**src/rtl/dm_arbiter.sv**
```systemverilog
// dm_arbiter: two-master round-robin/fixed-priority sequencer for the word data memory,
// doing sub-word stores as read-merge-write and returning pre-write data with a valid pulse.
module dm_arbiter #(
  parameter bit FIXED_PRIO = 1'b0,
  parameter int ADDR_W     = 16
) (
  input  logic        clk,
  input  logic        reset,
  input  logic        m0_req,
  input  logic        m0_we,
  input  logic [31:0] m0_addr,
  input  logic [31:0] m0_wdata,
  input  logic [3:0]  m0_be,
  output logic        m0_gnt,
  output logic        m0_rvalid,
  output logic [31:0] m0_rdata,
  input  logic        m1_req,
  input  logic        m1_we,
  input  logic [31:0] m1_addr,
  input  logic [31:0] m1_wdata,
  input  logic [3:0]  m1_be,
  output logic        m1_gnt,
  output logic        m1_rvalid,
  output logic [31:0] m1_rdata,
  output logic        mem_we,
  output logic [31:0] mem_addr,
  output logic [31:0] mem_wdata,
  input  logic [31:0] mem_rdata
);
  localparam logic [31:0] AMASK = 32'((64'd1 << (ADDR_W + 2)) - 64'd1) & 32'hFFFF_FFFC;
  typedef enum logic {IDLE, ACCESS} state_t;
  state_t      r_state;
  logic        r_rr, r_id, r_mwe;
  logic [31:0] r_wdata;
  logic [3:0]  r_be;
  logic        w_pick1, w_accept, w_we;
  logic [31:0] w_addr, w_wdata;
  logic [3:0]  w_be;
  // r_rr = 1 means master 1 wins a tie
  assign w_pick1  = m1_req & (~m0_req | (!FIXED_PRIO & r_rr));
  assign w_accept = (r_state == IDLE) & (m0_req | m1_req);
  assign w_we     = w_pick1 ? m1_we : m0_we;
  assign w_addr   = w_pick1 ? m1_addr : m0_addr;
  assign w_wdata  = w_pick1 ? m1_wdata : m0_wdata;
  assign w_be     = w_pick1 ? m1_be : m0_be;
  // reset in the access cycle must suppress the write immediately
  assign mem_we   = r_mwe & ~reset;
  for (genvar i = 0; i < 4; i++) begin : g_lane
    assign mem_wdata[8*i+:8] = r_be[i] ? r_wdata[8*i+:8] : mem_rdata[8*i+:8];
  end
  always_ff @(posedge clk) begin
    if (reset) begin
      r_state   <= IDLE;
      r_rr      <= 1'b0;
      r_mwe     <= 1'b0;
      m0_gnt    <= 1'b0;
      m1_gnt    <= 1'b0;
      m0_rvalid <= 1'b0;
      m1_rvalid <= 1'b0;
      m0_rdata  <= '0;
      m1_rdata  <= '0;
      mem_addr  <= '0;
    end else begin
      m0_gnt    <= w_accept & ~w_pick1;
      m1_gnt    <= w_accept & w_pick1;
      m0_rvalid <= (r_state == ACCESS) & ~r_id;
      m1_rvalid <= (r_state == ACCESS) & r_id;
      r_mwe     <= w_accept & w_we & (w_be != 4'b0);
      if (r_state == ACCESS) begin
        r_state <= IDLE;
        if (r_id) m1_rdata <= mem_rdata;
        else m0_rdata <= mem_rdata;
      end else if (w_accept) begin
        r_state  <= ACCESS;
        r_id     <= w_pick1;
        r_rr     <= ~w_pick1;
        mem_addr <= w_addr & AMASK;
        r_wdata  <= w_wdata;
        r_be     <= w_be;
      end
    end
  end
endmodule

```
**config.mk**
```make
export PLATFORM = sky130hd
export DESIGN_NAME = dm_arbiter
export DESIGN_NICKNAME = d
export VERILOG_FILES = /design/src/rtl/dm_arbiter.sv
export SDC_FILE = /design/constraint.sdc
export NUM_CORES = 1
export LEC_CHECK = 0
export ABC_AREA = 1
export CAP_MARGIN = 20
export CELL_PAD_IN_SITES_DETAIL_PLACEMENT = 1
export CELL_PAD_IN_SITES_GLOBAL_PLACEMENT = 2
export CORE_UTILIZATION = 20
export CTS_BUF_LIST = sky130_fd_sc_hd__clkbuf_8
export CTS_CLUSTER_SIZE = 16
export DETAILED_ROUTE_END_ITERATION = 7
export HOLD_SLACK_MARGIN = 0.03
export PLACE_DENSITY = 0.82
export SLEW_MARGIN = 25
export SYNTH_ARGS = -nofsm -noshare
export SYNTH_HDL_FRONTEND = slang
export SYNTH_SLANG_ARGS = --single-unit
```
**constraint.sdc**
```tcl
create_clock -name clk -period 3.6 [get_ports clk]
set_clock_uncertainty 0.2 [all_clocks]
set_input_delay 0.36 -clock clk [delete_from_list [all_inputs] [get_ports clk]]
set_output_delay 0.36 -clock clk [all_outputs]
set_load 0.02 [all_outputs]
```
==> metrics.md <==
| Metric | Value |
|---|---|
| Sequential Area | `0.002853 mm^2` |
| Resize count post-CTS | `0` |
| Post-synth EDFFs | `37` |
| Initial antenna violation count | `0` |
| DP HPWL | `13.68 mm` |
| Share of cells above drive strength 1 | `0.05369` |
| Fill count | `3022` |
| Via count | `4996` |
| Cell count after synthesis | `633` |
| Footprint of the multi-input gates | `0.001853 mm^2` |
| GR Overflow Total | `0` |
| Final net count | `1055` |
| Tot GR Track Use | `0.1456` |
| Status | `complete, no violations` |
| CP endpoint kind | `primary output` |
| First-pass GRT wire length | `29.12 mm` |
| Sequential-to-total area share from yosys stat | `0.5509` |
| Worst setup path class | `register to primary output` |
| Yosys top cell area share | `0.3363` |
| Largest net degree at the start of global routing | `65` |
| Sinks on Clock Net | `124` |
| Maxcap violations | `0` |
| CTS root buf | `clkbuf_8` |
| Max Slew Vio Count | `0` |
| Detailed Route WL | `19.04 mm` |
| DR DRC count | `0` |
| CTS buffer count | `17` |
| Core area | `0.02525 mm^2` |
| Die W | `162.9 um` |
| Clock Latency Late Sink | `0.44 ns` |
| Clock Path Buffers | `2` |
| Cell taking the most area after synthesis | `dfxtp_1` |
| TritonCTS clock tree | `done` |
| Crit path max fanout | `16` |
| TritonRoute pass-1 iters | `4` |
| Power Dens Cells | `440.9 mW/mm^2` |
| Req. time, crit path | `3.04 ns` |
| Mapped Avg Cell Area | `8.181 um^2` |
| Area of the mapped netlist | `0.005179 mm^2` |
| Via-to-Cell Ratio | `4.082` |
| Max VDD drop | `157.6 uV` |
| Class of the worst hold path | `primary input to register` |
| Area Overhead vs Synth | `61.97%` |
| Hold_ws | `0.2911 ns` |
| Ys Warns | `0` |
| Most common library cells after synthesis | `nand2_1 (181), dfxtp_1 (87), a21oi_1 (64)` |
| Final worst path period need | `2.581 ns` |
| Yosys reg bits | `124` |
| CP startpoint kind | `register` |
| Lkg Pwr | `3.496 nW` |
| Hold buffers post-CTS | `0` |
| Final TNS setup | `0 ns` |
| Endpoints failing setup | `0` |
| IO Count | `307` |
| Postcts setup bufs | `0` |
| CTS clk-pin slew, worst paths | `0.08 ns` |
| Post-synth top flop | `dfxtp_1` |
| Period utilization | `0.7168` |
| Gpl congestion | `0.7240` |
| Synth top area cells | `dfxtp_1 (34%), edfxtp_1 (21%), nand2_1 (13%)` |
| H-Tree Depth | `4` |
| Number of global-route vias before repair | `5165` |
| RSZ-0062 raised after global routing | `false` |
| WL per Instance | `15.55 um` |
| Final Hold Fails | `0` |
| Final core occ | `0.3321` |
| Die area | `0.02654 mm^2` |
| Fmax achieved | `387.5 MHz` |
| Iteration-0 DRC Markers | `176` |
| Fraction of registers with async set/reset | `0` |
| CP arrival | `2.02 ns` |
| DIE HEIGHT | `162.9 um` |
| Most numerous cell in the Yosys netlist | `nand2_1` |
| IO buf count | `258` |
| Relative slew slack | `0.4145` |
| Unique masters post-synth | `22` |
| Worst slew pin tran | `0.8782 ns` |
| Num rows | `58` |
| ANT cells | `0` |
| Remaining antenna violation count | `0` |
| Starting Density | `0.2051` |
## placed cells by master, fill, tap and decap left out
cell | netlist | final
nor3_1 | 1 | 1
a21oi_1 | 64 | 64
buf_12 | 0 | 1
o21ai_1 | 37 | 37
nor2_4 | 2 | 3
nand4_1 | 1 | 1
nand2_2 | 1 | 1
dfxtp_1 | 87 | 87
inv_2 | 6 | 5
nand3b_1 | 4 | 4
buf_4 | 24 | 5
nor2_8 | 1 | 1
edfxtp_1 | 37 | 37
conb_1 | 1 | 16
clkinv_4 | 0 | 4
clkbuf_8 | 0 | 17
nor2_1 | 22 | 21
clkinv_2 | 0 | 2
o21ai_0 | 59 | 59
inv_4 | 0 | 5
nand3_1 | 25 | 25
bufinv_16 | 0 | 3
clkinvlp_4 | 0 | 1
clkdlybuf4s50_1 | 0 | 258
nand2_1 | 181 | 181
inv_1 | 53 | 54
o31ai_1 | 1 | 1
## critical path, stage by stage, from the launching register on
cell             delay, ns
edfxtp_1              0.71
nand2_1               0.09
o21ai_0               0.10
clkdlybuf4s50_1       0.67
## stage by stage
| stage | instance area, um^2 | instances | power (W) | setup slack (ns) |
|---|---|---|---|---|
| after CTS | 8388 | 1224 | 0.003777 | 0.9369 |
| after detailed placement | 7983 | 1192 | 0.002433 | 0.9684 |
| after global placement | 7980 | 1192 | 0.002420 | 0.9907 |
| after global routing | 8388 | 1224 | 0.003889 | 0.8101 |
| final | 8388 | 1224 | 0.003699 | 1.019 |
| after floorplan | 5235 | 648 | 0.002001 | 0.4172 |
## path summary, 6_finish.rpt
kind / start / endpoint / slack, ns / depth (start not counted)
worst max-delay path: r_be[3] / mem_wdata[31] / 1.02 / 3
worst min-delay path: m0_addr[5] / mem_addr[5] / 0.29 / 3
worst max register to register: r_rr / r_wdata[3] / 1.58 / 7
worst min register to register: r_rr / r_rr / 0.30 / 2
## per-layer routing
layer,up-vias,part of all wire,GRT usage
met3,11,0.067,0.04635
met5,-,0,0
met1,2298,0.44,0.1733
li1,2531,-,-
met2,156,0.49,0.2518
met4,0,0.0091,0.03568
## flip-flops by register name (all words and copies together), names as in the netlist, 4 cells and up
register / cells
r_wdata: 32
m0_rdata: 32
r_be: 4
mem_addr: 16
m1_rdata: 32
## power breakdown
group,switching [W],internal [W],leakage (nW)
logic,0.000412,0.000375,2.22
clock network,0.000627,0.000684,0.212
registers,0.0000550,0.00155,1.07
total,0.00109,0.00260,3.50
## cell families after synthesis
| kind of cell | count (synthesis) | synth area share |
|---|---|---|
| simple gates | 238 | 0.1887 |
| buf+inv | 109 | 0.1036 |
| other cells | 1 | 0.0007241 |
| flops | 124 | 0.5509 |
| compound gates | 161 | 0.1561 |
## final cells by class
cell class              count  area share
well taps                 330     0.04922
clock inverters            15     0.02044
repair buffers            264      0.3147
clock buffers              17     0.02789
flip-flops and latches    124      0.3401
multi-input cells         415      0.2209
inverters                  59     0.02670
Power figures use the tool's default switching activity.
==> patch: new RTL, same flow settings <==
The parameter `FIXED_PRIO` goes from 1'b0 to 1'b1.
--- a/src/rtl/dm_arbiter.sv
+++ b/src/rtl/dm_arbiter.sv
@@ -2,5 +2,5 @@
 // doing sub-word stores as read-merge-write and returning pre-write data with a valid pulse.
 module dm_arbiter #(
-  parameter bit FIXED_PRIO = 1'b0,
+  parameter bit FIXED_PRIO = 1'b1,
   parameter int ADDR_W     = 16
 ) (
Formal check against the unedited RTL: not equivalent (a bounded check fails within 4 cycles, from zero or initial values and one cycle with reset high).
==> patch against the unedited design <==
- final area down 0.12%
- worst setup slack got worse by 0.017 ns
- sequential share of layout area decreased by 0.20 points
- final cell count rose by 0.65%
- routed wire length decreased by 0.29%
- area after synthesis fell by 0.41%
- sequential cell count decreased by 1
- total power shrank 2.7%
- critical endpoint is now mem_wdata[15]
- largest power group unchanged
==> patch: results (changes against the unedited design) <==
Logic synthesis
  – Synth area leaders: dfxtp_1 (33%), edfxtp_1 (22%), nand2_1 (16%)
  – Cell variety after synth: 21 (-4.5%)
  – YS warnings: 0 (unchanged)
  – Commonest cells post-synth: nand2_1 (223), dfxtp_1 (86), a21oi_1 (65)
  – Async set or reset register ratio after synthesis: 0% (unchanged)
  – Number of flops mapped to enable cells by yosys: 37 (unchanged)
  – Dominant synthesized flop cell: dfxtp_1
  – Seq/Total Area, Yosys: 54.9% (-0.16 points)
  – Avg Inst Size Synth: 8.02 um^2 (-2.0%)

Worst setup path
  – Worst path arrival time: 2.04 ns (+0.02 ns)
  – Worst Path Max Fanout: 16 (unchanged)

Place
  – Area post-placement: 7980 um^2 (unchanged)
  – DP Cell Count: 1200 (+0.67%)
  – Final Wtd Congestion: 0.749 (+3.5%)
  – Post-place setup slack: 0.872 ns (-0.0965 ns)
  – DP Wirelength: 13700 um (-0.19%)
  – Port bufs: 258 (unchanged)

Global routing
  – Vias in the first global route: 5172 (+0.14%)
  – Initial antenna violation count: 2 (+2)
  – Largest net degree at the start of global routing: 81 (+25%)
  – First-pass GRT wire length: 29200 um (+0.12%)
  – Total global-route track usage: 14.7% (+0.11 points)

Status
  – Status: finished, final reports clean

CTS
  – Worst-case clock buffer depth: 2 (unchanged)
  – Number of gates resized after CTS: 0 (unchanged)
  – CTS root buffer: clkbuf_8
  – Htree depth: 4 (unchanged)
  – Skew-Pair Late Insertion Delay: 0.44 ns (about the same)
  – Clock slew at reported path FFs: 0.09 ns

Route
  – Post-Route WL: 19000 um (-0.29%)
  – DR iter-0 viols: 174 (-1.1%)
  – Routed WL per cell: 15.4 um (-0.94%)
  – Via count: 5009 (+0.26%)

Power and ir drop
  – Worst ir drop on vdd: 0.161 mV (+1.9%)
  – Pwr Density: 429 nW/um^2 (-2.6%)
  – Leak: 3.50 nW (+0.20%)

STA
  – Rel. slew slack: 43.8% (+2.4 points)

Layout
  – Fin nets: 1063 (+0.76%)
  – Diodes inserted: 0 (unchanged)
  – Ratio of cells with drive above 1 in the final layout: 5.54% (+0.17 points)

Worst hold path
  – Min-Delay Path Class: primary input to register
patch: cell count changes after synthesis, moves of 2 or more:
cell and change:
buf_2 +4, nand3_1 -7, buf_6 -2, nand3b_1 -2
inv_1 -9, clkbuf_1 +4, o21ai_1 +11, buf_4 -3
nor2_1 -16, nand2_1 +42, o21ai_0 -11
patch: final cells by class:
type,instances,area (um^2)
timing repair buffer,266,2660
fill,2991,16900
inverter,49,184
clock inverter,15,161
clock buffer,17,234
tap,330,413
multi-input combinational,432,1900
sequential,123,2830
patch: cell families (layout without fill, tap and decap cells):
| group | count (synthesis) | in the layout | synth area share [%] |
|---|---|---|---|
| other | 1 | 16 | 0.0727 |
| flip-flops | 123 | 123 | 54.9 |
| AND/OR/NAND/NOR | 254 | 254 | 19.7 |
| AO/OA/AOI/OAI | 162 | 162 | 15.8 |
| buffers and inverters | 103 | 347 | 9.56 |
patch: report_power, final:
part	switching, mW	internal [mW]
sequential	0.0494	1.53
combinational	0.391	0.363
clock	0.638	0.629
patch: worst paths after layout:
path	startpoint	end	slack (ns)	cells after the start
setup reg to reg	r_state	mem_addr[14]	1.48	6
hold reg to reg	r_state	m1_gnt	0.28	1
hold / removal	m0_addr[13]	mem_addr[13]	0.25	3
setup / recovery	r_be[1]	mem_wdata[15]	1.00	2
patch: worst max-delay path, cell delays in order, from the launching register on:
cell	delay [ns]
edfxtp_1	0.64
o21ai_0	0.31
clkdlybuf4s50_1	0.65
patch: layer usage:
layer	vias to the layer above	global-route usage, %	wire length, um
met5	-	0	13
met2	156	25.7	9380
met1	2290	16.7	8010
met4	2	3.82	122
met3	11	5.45	1450
li1	2550	-	-
